### config.mk
export PLATFORM = sky130hd
export DESIGN_NAME = vdma_frame_buf_sched
export DESIGN_NICKNAME = d
export VERILOG_FILES = /design/src/rtl/vdma_frame_buf_sched.sv
export SDC_FILE = /design/constraint.sdc
export NUM_CORES = 1
export LEC_CHECK = 0
export ABC_AREA = 1
export CORE_ASPECT_RATIO = 1.4
export CORE_UTILIZATION = 42
export DETAILED_ROUTE_END_ITERATION = 8
export PLACE_DENSITY_LB_ADDON = 0.15
export SLEW_MARGIN = 10
export SYNTH_ARGS = -nofsm -noshare
export SYNTH_HDL_FRONTEND = slang
export SYNTH_SLANG_ARGS = --single-unit
### constraint.sdc
create_clock -name pclk -period 1.4 [get_ports pclk]
set_input_delay 0.28 -clock pclk [delete_from_list [all_inputs] [get_ports pclk]]
set_output_delay 0.28 -clock pclk [all_outputs]
set_load 0.1 [all_outputs]
### src/rtl/vdma_frame_buf_sched.sv
// Triple-buffer frame scheduler for the VDMA write/read paths.
// Three DDR frame slots rotate between the writer, the reader and one
// "ready" slot holding the newest completed frame.  The writer never
// picks the reader's slot or the ready slot, so the two paths never collide.
module vdma_frame_buf_sched #(
    parameter int                   ADDR_BITS    = 25,
    parameter logic [ADDR_BITS-1:0] BASE_ADDR    = '0,
    parameter logic [ADDR_BITS-1:0] FRAME_STRIDE = 25'h100000
) (
    input  logic                 pclk,
    input  logic                 prst,
    input  logic                 en,
    input  logic                 wr_vsync,
    input  logic                 wr_frame_done,
    input  logic                 rd_req,
    output logic [ADDR_BITS-1:0] wr_baseaddr,
    output logic                 wr_busy,
    output logic [ADDR_BITS-1:0] rd_baseaddr,
    output logic                 rd_ack,
    output logic                 rd_new,
    output logic [15:0]          drop_cnt,
    output logic [15:0]          abort_cnt
);

    typedef enum logic {W_IDLE, W_ACTIVE} wstate_t;

    // Slot ownership: writer, reader, and the newest completed frame.
    typedef struct packed {
        logic [1:0] wr_idx;
        logic [1:0] rd_idx;
        logic [1:0] rdy_idx;
        logic       rdy_valid;
    } slots_t;

    localparam slots_t SLOTS_RST = '{wr_idx: 2'd1, rd_idx: 2'd0, rdy_idx: 2'd2, rdy_valid: 1'b0};

    function automatic logic [1:0] mod3_add(input logic [1:0] i, input logic [1:0] k);
        logic [2:0] s;
        s = {1'b0, i} + {1'b0, k};
        return (s >= 3'd3) ? 2'(s - 3'd3) : s[1:0];
    endfunction

    function automatic logic [ADDR_BITS-1:0] slot_addr(input logic [1:0] i);
        return BASE_ADDR + ADDR_BITS'(i) * FRAME_STRIDE;
    endfunction

    function automatic logic [15:0] sat_inc(input logic [15:0] c);
        return (c == 16'hFFFF) ? c : c + 16'd1;
    endfunction

    wstate_t     state, state_nxt;
    slots_t      sl, sl_nxt;
    logic        vsync_q, wr_start;
    logic [15:0] drop_nxt, abort_nxt;
    logic        ack_nxt, new_nxt;
    logic [1:0]  cand1, cand2;

    // Registered vsync rising edge, gated by enable: the per-frame start strobe.
    always_ff @(posedge pclk or posedge prst) begin
        if (prst) begin
            vsync_q  <= 1'b0;
            wr_start <= 1'b0;
        end else begin
            vsync_q  <= wr_vsync;
            wr_start <= wr_vsync & ~vsync_q & en;
        end
    end

    // Scheduler state and counter registers.
    always_ff @(posedge pclk or posedge prst) begin
        if (prst) begin
            state     <= W_IDLE;
            sl        <= SLOTS_RST;
            drop_cnt  <= '0;
            abort_cnt <= '0;
        end else begin
            state     <= state_nxt;
            sl        <= sl_nxt;
            drop_cnt  <= drop_nxt;
            abort_cnt <= abort_nxt;
        end
    end

    // Next state: completion first, then the reader, then the writer's new
    // slot chosen against the already-updated reader/ready ownership.
    always_comb begin
        state_nxt = state;
        sl_nxt    = sl;
        drop_nxt  = drop_cnt;
        abort_nxt = abort_cnt;
        ack_nxt   = 1'b0;
        new_nxt   = 1'b0;
        cand1     = mod3_add(sl.wr_idx, 2'd1);
        cand2     = mod3_add(sl.wr_idx, 2'd2);

        if (state == W_ACTIVE && wr_frame_done) begin
            if (sl.rdy_valid)
                drop_nxt = sat_inc(drop_cnt);
            sl_nxt.rdy_idx   = sl.wr_idx;
            sl_nxt.rdy_valid = 1'b1;
            state_nxt        = W_IDLE;
        end

        if (rd_req) begin
            ack_nxt = 1'b1;
            if (sl_nxt.rdy_valid) begin
                sl_nxt.rd_idx    = sl_nxt.rdy_idx;
                sl_nxt.rdy_valid = 1'b0;
                new_nxt          = 1'b1;
            end
        end

        if (wr_start) begin
            if (state_nxt == W_ACTIVE) begin
                // Restart without completion: keep the slot, count the abort.
                abort_nxt = sat_inc(abort_cnt);
            end else begin
                state_nxt = W_ACTIVE;
                if (cand1 != sl_nxt.rd_idx && !(sl_nxt.rdy_valid && cand1 == sl_nxt.rdy_idx))
                    sl_nxt.wr_idx = cand1;
                else
                    sl_nxt.wr_idx = cand2;
            end
        end
    end

    // Output registers; the read address tracks the new reader slot so it
    // lands together with rd_ack.
    always_ff @(posedge pclk or posedge prst) begin
        if (prst) begin
            wr_baseaddr <= slot_addr(SLOTS_RST.wr_idx);
            rd_baseaddr <= slot_addr(SLOTS_RST.rd_idx);
            rd_ack      <= 1'b0;
            rd_new      <= 1'b0;
        end else begin
            wr_baseaddr <= slot_addr(sl.wr_idx);
            rd_baseaddr <= slot_addr(sl_nxt.rd_idx);
            rd_ack      <= ack_nxt;
            rd_new      <= new_nxt;
        end
    end

    assign wr_busy = (state == W_ACTIVE);

endmodule

==> results of run 1 <==
worst max-delay path, cell delays in order (launching register included):
cell	delay [ps]
dfrtp_4	440
ha_4	150
inv_4	40
nor3_4	170
nand4_1	190
nand3_4	180
buf_6	150
inv_6	50
o21ai_1	60
o21ai_1	80
where the power goes:
group	internal, uW	switching [uW]
Sequential	1640	227
Combinational	1700	2910
Clock	348	465
Total	3690	3600
kinds of logic after synthesis:
logic type / count (synthesis) / synth area share
AOI/OAI and AO/OA: 13 / 0.02833
buffers and inverters: 86 / 0.1864
other: 1 / 0.001369
xor gates and xnor gates: 30 / 0.09593
adders and majority gates: 5 / 0.02284
and+or+nand+nor: 149 / 0.2435
DFF: 46 / 0.4217
flip-flops by register name, summed over array words and instances, names as in the netlist:
| register | cells |
|---|---|
| wr_busy | 1 |
| abort_cnt | 16 |
| wr_baseaddr | 2 |
| rd_ack | 1 |
| rd_baseaddr | 2 |
| wr_start | 1 |
| sl | 5 |
| drop_cnt | 16 |
| vsync_q | 1 |
| rd_new | 1 |
repair_timing:
item | 4_1_cts | 5_1_grt
setup buffers | 6 | 12
setup endpoints to repair | 43 | 45
hold endpoints to repair | 0 | 0
gates cloned | 0 | 0
pin swaps | 10 | 34
resized for setup | 37 | 52
final timing paths:
check,from,end,slack [ps],cells after the start
worst min-delay path,prst,rd_new,250,2
min in group pclk,vsync_q,wr_start,400,1
worst min register to register,vsync_q,wr_start,400,1
worst max-delay path,drop_cnt[1],drop_cnt[15],-240,9
worst max register to register,drop_cnt[1],drop_cnt[15],-240,9
max in group asynchronous,prst,sl[2],670,3
cell usage in the layout (no fill, tap or decap), types with 8 or more instances in the layout:
cell,count
dfrtp_2,15
nor2_2,8
dfrtp_1,10
nand2_1,59
buf_6,24
buf_12,42
xor2_1,19
nor2_1,14
inv_1,28
nand3_1,12
dfrtp_4,18
conb_1,46
buf_4,73
nand2_2,19
metrics by stage:
step | instances | instance area [um2]
floorplan | 375 | 3088
global placement | 525 | 4285
detailed placement | 525 | 4285
CTS | 539 | 4557
global route | 550 | 4857
finish | 550 | 4857
layer usage:
layer	track usage	vias up	routed length [um]
met5	0	-	0
met4	0.08308	0	254
met3	0.02801	21	179
met2	0.3875	65	4189
met1	0.2086	1188	2617
li1	-	1222	-
final cells by class:
class / count / area, um2
repair buffers: 144 / 1708
inverters: 37 / 153.9
fillers: 409 / 1396
clock inverters: 2 / 10.01
well taps: 72 / 90.09
clock buffers: 6 / 72.57
multi-input cells: 243 / 1582
flip-flops and latches: 46 / 1241
==> results.sh, run 1 <==
export IMPL_synth_ff_type="dfrtp_1"
export IMPL_hpwl_um=5155
export IMPL_grt_use_total=0.2004
export IMPL_power_density_mw_per_mm2=1502
export IMPL_initial_core_util=0.4380
export IMPL_pre_cts_ws_ps=-555.3
export IMPL_power_total_uw=7295
export IMPL_leakagePower_uw=0.002406
export IMPL_yosys_area_top_type_share=0.3929
export IMPL_worstSetupStartpointType="flip-flop"
export IMPL_async_flop_share=1.000
export IMPL_netlist_top_cell_by_area="dfrtp_1"
export IMPL_cts_tree="yes"
export IMPL_hold_viol=0
export IMPL_synth_warning_count=0
export IMPL_dr_pass1_iters=4
export IMPL_clock_latency_ps=300
export IMPL_htreeDepth=2
export IMPL_placement_rows=34
export IMPL_violations="negative setup slack"
export IMPL_synthesis_area_mm2=0.002739
export IMPL_cp_max_fo=10
export IMPL_ir_drop_mv=1.634
export IMPL_via_per_inst=4.538
export IMPL_cts_clk_slew_worst_paths_ps=100
export IMPL_synthCells=330
export IMPL_cts_root_buffer="clkbuf_8"
export IMPL_cts_sink_count=46
export IMPL_ys_ff_latch=46
export IMPL_crit_arrival_ps=1830
export IMPL_die_w_um=70.25
export IMPL_period_minus_slack_ps=1639
export IMPL_yosys_top_cells_count="80 x nand2_1, 48 x buf_4, 43 x dfrtp_1"
export IMPL_grt_max_degree=20
export IMPL_holdWs_ps=247.6
export IMPL_crit_type="reg -> reg"
export IMPL_final_setup_tns_ps=-5678
export IMPL_setup_viol=35
export IMPL_die_area_mm2=0.006853
export IMPL_drtIter0Drc=61
export IMPL_worstPathRequired_ps=1590
export IMPL_finalCritPeriodShare=1.171
export IMPL_grt_ovfl_total=0
export IMPL_synth_avg_cell_area_um2=8.300
export IMPL_vias=2496
export IMPL_drt_total_wl_um=7241
export IMPL_hold_path_class="in -> async"
export IMPL_report_final_slew_viol_count=0
export IMPL_num_io_pins=91
export IMPL_drcViolationCount=0
export IMPL_post_route_util=0.7767
export IMPL_cts_buffers=5
export IMPL_synth_edf_count=0
export IMPL_syn2layout_area_growth_pct=77.34
export IMPL_fmax_ghz=0.6100
export IMPL_drt_wirelength_per_cell_um=13.17
export IMPL_yosysMostFrequentCell="nand2_1"
export IMPL_ys_types=29
export IMPL_clock_skew_ps=11.81
export IMPL_grt_pass1_vias=2485
export IMPL_layout_setup_ws_ps=-239.3
export IMPL_end_kind="flip-flop"
export IMPL_clockBufferDepth=2
export IMPL_maxCapViolations=0
export IMPL_port_buffers=44
export IMPL_yosysSeqAreaShare=0.4217
export IMPL_synth_area_leaders="dfrtp_1 39%, buf_4 13%, nand2_1 11%"
export IMPL_gp_congestion=0.9189
export IMPL_status="finished with violations"
export IMPL_finish_net_count=488
export IMPL_antenna_found_initial=0
export IMPL_final_layout_size_suffix_gt1_frac=0.5397
export IMPL_cts_hold_buffers=0
export IMPL_ant_nets=0
export IMPL_die_h_um=97.55
export IMPL_n_antenna_cell=0
export IMPL_grt_pass1_wl_um=10980
export IMPL_design_core_area_mm2=0.006254
export IMPL_rsz0062_at_grt="true"
Note: power is estimated with default switching activity, not from simulation.
==> run 2: changes to the inputs <==
--- a/config.mk
+++ b/config.mk
@@ -8,9 +8,9 @@
 export ABC_AREA = 1
 export CORE_ASPECT_RATIO = 1.4
 export CORE_UTILIZATION = 42
+export CTS_CLUSTER_SIZE = 20
 export DETAILED_ROUTE_END_ITERATION = 8
 export PLACE_DENSITY_LB_ADDON = 0.15
-export SLEW_MARGIN = 10
 export SYNTH_ARGS = -nofsm -noshare
 export SYNTH_HDL_FRONTEND = slang
 export SYNTH_SLANG_ARGS = --single-unit
==> results of run 2 <==
The final DEF is identical to that of run 1; final timing and power are the same.
==> run 3: changes to the inputs <==
--- a/config.mk
+++ b/config.mk
@@ -7,9 +7,11 @@
 export LEC_CHECK = 0
 export ABC_AREA = 1
 export CORE_ASPECT_RATIO = 1.4
+export CORE_MARGIN = 2
 export CORE_UTILIZATION = 42
 export CTS_CLUSTER_SIZE = 20
 export DETAILED_ROUTE_END_ITERATION = 8
+export MAX_ROUTING_LAYER = met4
 export PLACE_DENSITY_LB_ADDON = 0.15
 export SYNTH_ARGS = -nofsm -noshare
 export SYNTH_HDL_FRONTEND = slang
==> results.sh, run 3 (same netlist as run 1, synthesis figures left out) <==
export IMPL_status="finished with violations"
export IMPL_violations="negative setup slack"
export IMPL_grt_max_degree=23
export IMPL_gp_congestion=0.8743
export IMPL_largestRegisters="abort_cnt: 16 flops, drop_cnt: 16 flops, sl: 5 flops"
export IMPL_ant_nets=0
export IMPL_crit_buf_inv=1
export IMPL_htreeDepth=2
export IMPL_register_area_mm2=0.001241
export IMPL_clock_skew_ps=13.33
export IMPL_crit_type="reg -> reg"
export IMPL_crit_path_cell_trace="ha_4 -> inv_4 -> nor3_4 -> nand4_1 -> nand3_4 -> nor2_4 -> nand2_2 -> xor2_1"
export IMPL_port_buffers=44
export IMPL_via_per_inst=4.545
export IMPL_dr_pass1_iters=4
export IMPL_cts_root_buffer="clkbuf_8"
export IMPL_worstPathRequired_ps=1590
export IMPL_n_antenna_cell=0
export IMPL_r2r_slack_ps=-190
export IMPL_slowest_delay_ps=510
export IMPL_final_setup_tns_ps=-4398
export IMPL_cts_hold_buffers=0
export IMPL_cts_sink_count=46
export IMPL_cts_buffers=5
export IMPL_num_io_pins=91
export IMPL_placement_rows=34
export IMPL_nFillCells=429
export IMPL_die_w_um=72.25
export IMPL_design_area_mm2=0.004741
export IMPL_drcViolationCount=0
export IMPL_ir_drop_mv=1.604
export IMPL_rsz0062_at_grt="true"
export IMPL_cts_tree="yes"
export IMPL_clock_latency_ps=300
export IMPL_multi_input_area_mm2=0.001520
export IMPL_initial_core_util=0.4380
export IMPL_drt_total_wl_um=7047
export IMPL_finish_net_count=477
export IMPL_final_layout_size_suffix_gt1_frac=0.5139
export IMPL_grt_pass1_vias=2454
export IMPL_vias=2450
export IMPL_hold_path_class="in -> async"
export IMPL_worstSetupStartpointType="flip-flop"
export IMPL_syn2layout_area_growth_pct=73.09
export IMPL_mostFrequentLayoutCell="buf_4"
export IMPL_antenna_found_initial=0
export IMPL_final_cells=539
export IMPL_layout_setup_ws_ps=-193.1
export IMPL_clockBufferDepth=2
export IMPL_cp_max_fo=6
export IMPL_power_total_uw=7328
export IMPL_crit_slowest_cell="dfrtp_4"
export IMPL_die_h_um=99.55
export IMPL_place_inst=521
export IMPL_drtIter0Drc=111
export IMPL_grt_use_total=0.2097
export IMPL_report_final_slew_viol_count=0
export IMPL_maxCapViolations=0
export IMPL_fmax_ghz=0.6277
export IMPL_design_core_area_mm2=0.006254
export IMPL_period_minus_slack_ps=1593
export IMPL_grt_ovfl_total=0
export IMPL_die_area_mm2=0.007192
export IMPL_grt_pass1_wl_um=11560
export IMPL_finalCritPeriodShare=1.138
export IMPL_drt_wirelength_per_cell_um=13.07
export IMPL_end_kind="flip-flop"
export IMPL_crit_family="simple AND/OR/NAND/NOR gates"
export IMPL_hold_viol=0
export IMPL_power_density_mw_per_mm2=1546
export IMPL_hpwl_um=5274
export IMPL_cts_clk_slew_worst_paths_ps=90
export IMPL_final_cell_mix="63 x buf_4, 58 x nand2_1, 46 x conb_1"
export IMPL_leakagePower_uw=0.002327
export IMPL_placed_cell_area_mm2=0.004255
export IMPL_crit_arrival_ps=1780
export IMPL_setup_viol=35
run 3: cell count changes in the layout (fill, tap and decap cells not counted), sizes merged:
cell	previous run	this run
buf	139	128
clkinv	2	0
bufinv	0	1
clkbuf	6	7
dlygate4sd2	1	0
dlymetal6s2s	0	1
run 3: final timing paths:
path | cells past startpoint | end | start
setup / recovery | 8 | drop_cnt[6] | drop_cnt[0]
hold / removal | 2 | vsync_q | prst
setup reg to reg | 8 | drop_cnt[6] | drop_cnt[0]
hold reg to reg | 1 | wr_start | vsync_q
max in group asynchronous | 3 | sl[2] | prst
min in group pclk | 1 | wr_start | vsync_q
run 3: worst reg2reg max path: stages, from the launching register on:
cell and delay, ps:
dfrtp_4 510, ha_4 180, inv_4 60, nor3_4 40, nand4_1 130, nand3_4 170
nor2_4 200, nand2_2 70, xor2_1 140
run 3: stage by stage:
step | setup slack [ps] | hold slack [ps] | util
after floorplan | -312.8 | 311.4 | -
after global placement | -456.8 | 382.7 | 0.6805
after detailed placement | -480.5 | 386.3 | 0.6805
after CTS | -199.5 | 201.6 | 0.7147
after global routing | -333.3 | 221.5 | 0.7581
final | -193.1 | 212.0 | 0.7581
run 3: what timing repair did:
item | CTS | global route
setup endpoints to repair | 43 | 50
gates resized for setup | 22 | 61
setup buffers | 2 | 12
endpoints found under the hold margin | 0 | 0
pin swaps | 6 | 24
run 3: where the power goes:
group / internal, uW / total, uW / switching, uW
Combinational: 1590 / 4420 / 2840
Sequential: 1640 / 1870 / 225
Clock: 583 / 1030 / 452
run 3: layer usage:
layer  GRT usage  share of wire  vias up
met5           -              0        -
met4     0.06676          0.022        0
met3     0.02837          0.037       15
met2      0.3656           0.57       76
met1      0.2464           0.37     1159
li1            -              -     1200
run 3: layout make-up:
type,instances,share of cell area
Sequential cell,46,0.2618
Tap cell,72,0.01900
Inverter,37,0.03299
Timing Repair Buffer,133,0.3410
Multi-Input combinational cell,243,0.3207
Clock inverter,1,0.006334
Clock buffer,7,0.01821
